$ cat config.mk
export PLATFORM = sky130hd
export DESIGN_NAME = can_destuff_ctrl
export DESIGN_NICKNAME = d
export VERILOG_FILES = /design/src/rtl/can_destuff_pkg.sv /design/src/rtl/can_bus_idle_det.sv /design/src/rtl/can_destuff_ctrl.sv
export SDC_FILE = /design/constraint.sdc
export NUM_CORES = 1
export LEC_CHECK = 0
export BUFFER_PORTS_ARGS = -buffer_cell sky130_fd_sc_hd__buf_4
export CELL_PAD_IN_SITES_DETAIL_PLACEMENT = 2
export CELL_PAD_IN_SITES_GLOBAL_PLACEMENT = 2
export CORE_ASPECT_RATIO = 1.1
export CORE_UTILIZATION = 35
export DETAILED_ROUTE_END_ITERATION = 12
export PLACE_DENSITY = 0.82
export SLEW_MARGIN = 15
export SYNTH_ARGS = -nofsm -noshare
export SYNTH_HDL_FRONTEND = slang
export SYNTH_HIERARCHICAL = 1
export SYNTH_SLANG_ARGS = --single-unit
$ cat constraint.sdc
create_clock -name clk -period 2.1 [get_ports clk]
set_input_delay 0.105 -clock clk [delete_from_list [all_inputs] [get_ports clk]]
set_output_delay 0.105 -clock clk [all_outputs]
set_load 0.01 [all_outputs]
$ cat src/rtl/can_destuff_pkg.sv
// Shared types and default constants for the CAN bit destuffing controller.
package can_destuff_pkg;

    localparam int unsigned STUFF_LEN_DEF = 5;
    localparam int unsigned IDLE_BITS_DEF = 11;

    typedef enum logic [2:0] {
        StInteg,
        StReady,
        StStuff,
        StNostuff,
        StError
    } state_e;

endpackage

$ cat src/rtl/can_bus_idle_det.sv
// Counts consecutive recessive samples, saturating at IDLE_BITS; flags the sample that
// brings (or keeps) the count at IDLE_BITS.
module can_bus_idle_det
    import can_destuff_pkg::*;
#(
    parameter int unsigned IDLE_BITS = IDLE_BITS_DEF
) (
    input  logic clk,
    input  logic rst_n,
    input  logic sample_point,
    input  logic rx_bit,
    output logic idle_reached
);

    localparam int unsigned CntW = $clog2(IDLE_BITS + 1);

    logic [CntW-1:0] r_cnt;
    logic            w_sat;

    assign w_sat = (r_cnt == CntW'(IDLE_BITS));

    always_ff @(posedge clk) begin
        if (!rst_n) begin
            r_cnt <= '0;
        end else if (sample_point) begin
            if (!rx_bit) begin
                r_cnt <= '0;
            end else if (!w_sat) begin
                r_cnt <= r_cnt + CntW'(1);
            end
        end
    end

    // Combinational so the FSM can move on the very sample that completes the count.
    assign idle_reached = sample_point && rx_bit &&
                          (w_sat || (r_cnt == CntW'(IDLE_BITS - 1)));

endmodule

$ cat src/rtl/can_destuff_ctrl.sv
// CAN receive bit destuffer: SOF detection, stuff-bit removal and stuff-error detection.
// Define CAN_DESTUFF_STATS_EN to add the stuff_cnt / err_cnt statistics ports.
module can_destuff_ctrl
    import can_destuff_pkg::*;
#(
    parameter int unsigned STUFF_LEN = STUFF_LEN_DEF,
    parameter int unsigned IDLE_BITS = IDLE_BITS_DEF
) (
    input  logic       clk,
    input  logic       rst_n,
    input  logic       sample_point,
    input  logic       rx_bit,
    input  logic       stuff_en,
    input  logic       frame_end,
    output logic       data_valid,
    output logic       data_bit,
    output logic       sof,
    output logic       remove_pulse,
    output logic       stuff_error,
    output logic       bus_idle
`ifdef CAN_DESTUFF_STATS_EN
    ,
    output logic [7:0] stuff_cnt,
    output logic [7:0] err_cnt
`endif
);

    localparam int unsigned RunW = $clog2(STUFF_LEN + 1);

    state_e          r_state;
    logic [RunW-1:0] r_run;
    logic            r_prev;
    logic            w_idle_reached;
    logic            w_run_full;

    can_bus_idle_det #(
        .IDLE_BITS (IDLE_BITS)
    ) u_idle_det (
        .clk          (clk),
        .rst_n        (rst_n),
        .sample_point (sample_point),
        .rx_bit       (rx_bit),
        .idle_reached (w_idle_reached)
    );

    assign w_run_full = (r_run == RunW'(STUFF_LEN));

    always_ff @(posedge clk) begin
        if (!rst_n) begin
            r_state      <= StInteg;
            r_run        <= RunW'(1);
            r_prev       <= 1'b1;
            data_valid   <= 1'b0;
            data_bit     <= 1'b0;
            sof          <= 1'b0;
            remove_pulse <= 1'b0;
            stuff_error  <= 1'b0;
            bus_idle     <= 1'b0;
        end else begin
            data_valid   <= 1'b0;
            sof          <= 1'b0;
            remove_pulse <= 1'b0;
            stuff_error  <= 1'b0;
            if (sample_point) begin
                unique case (r_state)
                    StInteg, StError: begin
                        if (w_idle_reached) begin
                            r_state  <= StReady;
                            bus_idle <= 1'b1;
                        end
                    end
                    StReady: begin
                        if (!rx_bit) begin
                            sof        <= 1'b1;
                            data_valid <= 1'b1;
                            data_bit   <= 1'b0;
                            r_run      <= RunW'(1);
                            r_prev     <= 1'b0;
                            r_state    <= StStuff;
                            bus_idle   <= 1'b0;
                        end
                    end
                    StStuff: begin
                        if (stuff_en && w_run_full) begin
                            // Stuff position: frame_end wins over both drop and error.
                            if (frame_end) begin
                                r_state  <= StReady;
                                bus_idle <= 1'b1;
                            end else if (rx_bit != r_prev) begin
                                remove_pulse <= 1'b1;
                                r_run        <= RunW'(1);
                                r_prev       <= rx_bit;
                            end else begin
                                stuff_error <= 1'b1;
                                r_state     <= StError;
                            end
                        end else begin
                            data_valid <= 1'b1;
                            data_bit   <= rx_bit;
                            r_prev     <= rx_bit;
                            if (stuff_en) begin
                                r_run <= (rx_bit == r_prev) ? r_run + RunW'(1) : RunW'(1);
                            end
                            if (frame_end) begin
                                r_state  <= StReady;
                                bus_idle <= 1'b1;
                            end else if (!stuff_en) begin
                                r_state <= StNostuff;
                            end
                        end
                    end
                    StNostuff: begin
                        data_valid <= 1'b1;
                        data_bit   <= rx_bit;
                        if (frame_end) begin
                            r_state  <= StReady;
                            bus_idle <= 1'b1;
                        end
                    end
                    default: begin
                        r_state  <= StInteg;
                        bus_idle <= 1'b0;
                    end
                endcase
            end
        end
    end

`ifdef CAN_DESTUFF_STATS_EN
    // Counters follow the registered pulses, so they settle one clk after each event.
    always_ff @(posedge clk) begin
        if (!rst_n) begin
            stuff_cnt <= 8'd0;
            err_cnt   <= 8'd0;
        end else begin
            if (sof) begin
                stuff_cnt <= 8'd0;
            end else if (remove_pulse && (stuff_cnt != 8'hFF)) begin
                stuff_cnt <= stuff_cnt + 8'd1;
            end
            if (stuff_error && (err_cnt != 8'hFF)) begin
                err_cnt <= err_cnt + 8'd1;
            end
        end
    end
`endif

endmodule

==> summary.txt <==
Outcome
  – Status: finished, final reports clean

Cells and area
  – Area Growth Syn to Fin: 11.8%
  – Share of cells above drive strength 1: 19.2%
  – ANT cells: 0
  – Layout Nets: roughly 140

Setup path
  – Critical path class: register to register
  – Worst path required time: 2350 ps
  – Crit. End Element: register
  – Worst setup SP type: register
  – Crit path DAT: about 2000 ps
  – Crit Path Max Fanout: 4

Power and ir drop
  – Leakage: between 0.4 and 0.5 nW
  – Power Density: about 460 nW/um^2
  – Peak VDD IR: ~320 uV
  – Power Total: ~0.55 mW

Floorplan
  – Die X: around 55 um
  – Core footprint: between 2000 and 3000 sq um
  – Effective utilization at floorplan: 37.7%
  – Die ar.: around 3300 sq um
  – I/O pin count: 12
  – Die height: 59.9 um
  – FP Rows: 20

Placement
  – Hpwl dp: about 2200 um
  – PortBufs: 11
  – RePlAce Congestion: ~0.8
  – Setup WS pre-CTS: around 330 ps

Routing
  – Post-Route WL: between 2000 and 3000 um
  – DRC Markers: 0
  – Initial drt markers: 14
  – WL/cell: around 18 um
  – Vias: 961
  – Antenna Violating Nets Remaining: 0
  – Post-DR vias/cell: slightly below 6
  – TritonRoute pass-1 iters: 4

Timing
  – Final period util: a little under nine tenths
  – FMAX: roughly 560 MHz
  – Tightest Pin Transition: approximately 580 ps
  – Final Hold Fails: 0
  – Total negative slack: 0 ps
  – Clock Skew: 3.75 ps
  – Unrepaired setup endpoints after global routing: false
  – Final WS setup: around 310 ps
  – Max-slew violations: 0
  – Period minus WS final: between 1500 and 2000 ps
  – Max-slew headroom: about three fifths
  – # setup viols final: 0

Synthesis
  – Average size of a mapped cell: 9.04 sq um
  – Synth warnings: 6
  – Commonest cells post-synth: dfxtp_1, nand3_1, nand2_1
  – Syn Inst Count: about 120
  – Ys flop type: dfxtp_1
  – Number of synthesized flops with an enable pin: 0
  – Post-synthesis async set-or-reset flop share: 0%
  – Post-Syn Area: roughly 1100 sq um
  – Top-area cell type share of the netlist area: 31.9%
  – Area leader, netlist: dfxtp_1
  – Synthesized flop and latch total: 17
  – Netlist cell types: 50
  – Most frequent cell after synthesis: dfxtp_1
  – Register area share after synthesis: between 30% and 40%
  – Syn nets: approximately 130
  – Ranking of synthesized cells by area: dfxtp_1, ha_1, nand3_1

Clock network
  – Latest clock arrival within the worst-skew pair: a little under 300 ps
  – CTS tree: built
  – PostCTS Resize Cnt: 0
  – CTS Hold Buffers Added: 0
  – H-tree depth: 1
  – Worst-path clk slew: 110 ps
  – CTS max path bufs: 2
  – Sink Count: 17
  – Number of CTS-inserted buffers: 3
  – Clk root buf: clkbuf_4
  – Postcts setup bufs: 0

GRT
  – First-pass GRT wire length: 4770 um
  – Vias in the first global route: 994
  – Antenna violations before repair: 0
  – Overflow after GRT: 0
  – Total track usage: roughly a fifth
  – Pin count of the biggest net entering global routing: 15

Flow run
  – Max-cap viol count: 0

Hold path
  – Hold/Removal Path Class: primary input to register
[path summary, 6_finish.rpt]
path / from / endpoint / slack (ps) / depth (start not counted)
hold reg to reg: data_bit / data_bit / 520 / 2
setup reg to reg: u_idle_det/r_cnt[0] / r_state[0] / 310 / 8
setup / recovery: u_idle_det/r_cnt[0] / r_state[0] / 310 / 8
hold / removal: rst_n / r_prev / 120 / 2
[worst max-delay path: stages, from the launching register on]
cell      delay (ps)
dfxtp_1          400
inv_1             80
ha_1             190
o21ai_0          140
nor3_1            60
or3_4            340
and3_4           180
a41oi_2          160
o2111a_1         190
[cells by family (layout without fill, tap and decap cells)]
kind of cell,Yosys count,after routing,share of synthesized area [%]
adder cells (fa/ha/maj),4,4,4.69
buffers and inverters,10,22,5.04
AND/OR/NAND/NOR,53,53,32.5
AO/OA/AOI/OAI,30,30,22.4
multiplexers,2,2,1.88
flip-flops,17,17,31.9
XOR/XNOR,2,2,1.64
[area by class of cell]
cell class / count / area [sq um]
Tap cell: 33 / 41.3
Fill cell: 329 / 1630
Sequential cell: 17 / 340
Multi-Input combinational cell: 91 / 673
Clock buffer: 4 / 26.3
Inverter: 6 / 22.5
Timing Repair Buffer: 12 / 90.1
[layer usage]
metal  routed length (um)  track usage (%)  part of all wire, %  up-vias
met4                   27             6.59                 0.94        0
met3                   58             3.05                  2.0        4
met1                 1280             24.6                   45      473
met2                 1500             36.3                   52       11
li1                     -                -                    -      473
met5                    0                0                    0        -
[power breakdown]
part	switching, mW	total, mW	internal (mW)
Sequential	0.00201	0.326	0.324
Clock	0.112	0.186	0.0739
Combinational	0.0286	0.0431	0.0144
[registers in the layout, indices dropped and copies added, names as in the netlist]
signal and flops:
bus_idle 1, data_valid 1, r_run 3, stuff_error 1
remove_pulse 1, r_state 3, sof 1, r_prev 1
data_bit 1, u_idle_det/r_cnt 4
[cell usage in the layout (no fill, tap or decap), drive strengths merged, types with 4 or more instances in the layout]
cell    Yosys  final
dfxtp      17     17
buf         4     12
nand3      10     10
nand2       7      7
inv         6      6
o21ai       6      6
nor2b       5      5
nand2b      4      4
nor3        4      4
a21oi       4      4
ha          4      4
clkbuf      0      4
[stage by stage]
stage,std cells,utilization (%),hold WS (ps),instance area [sq um]
2_1_floorplan,118,-,194,1070
3_3_place_gp,159,41.3,407,1170
3_5_place_dp,159,41.3,416,1170
4_1_cts,163,42.2,103,1190
5_1_grt,163,42.2,126,1190
6_report,163,42.2,116,1190
(Power assumes the default switching activity.)
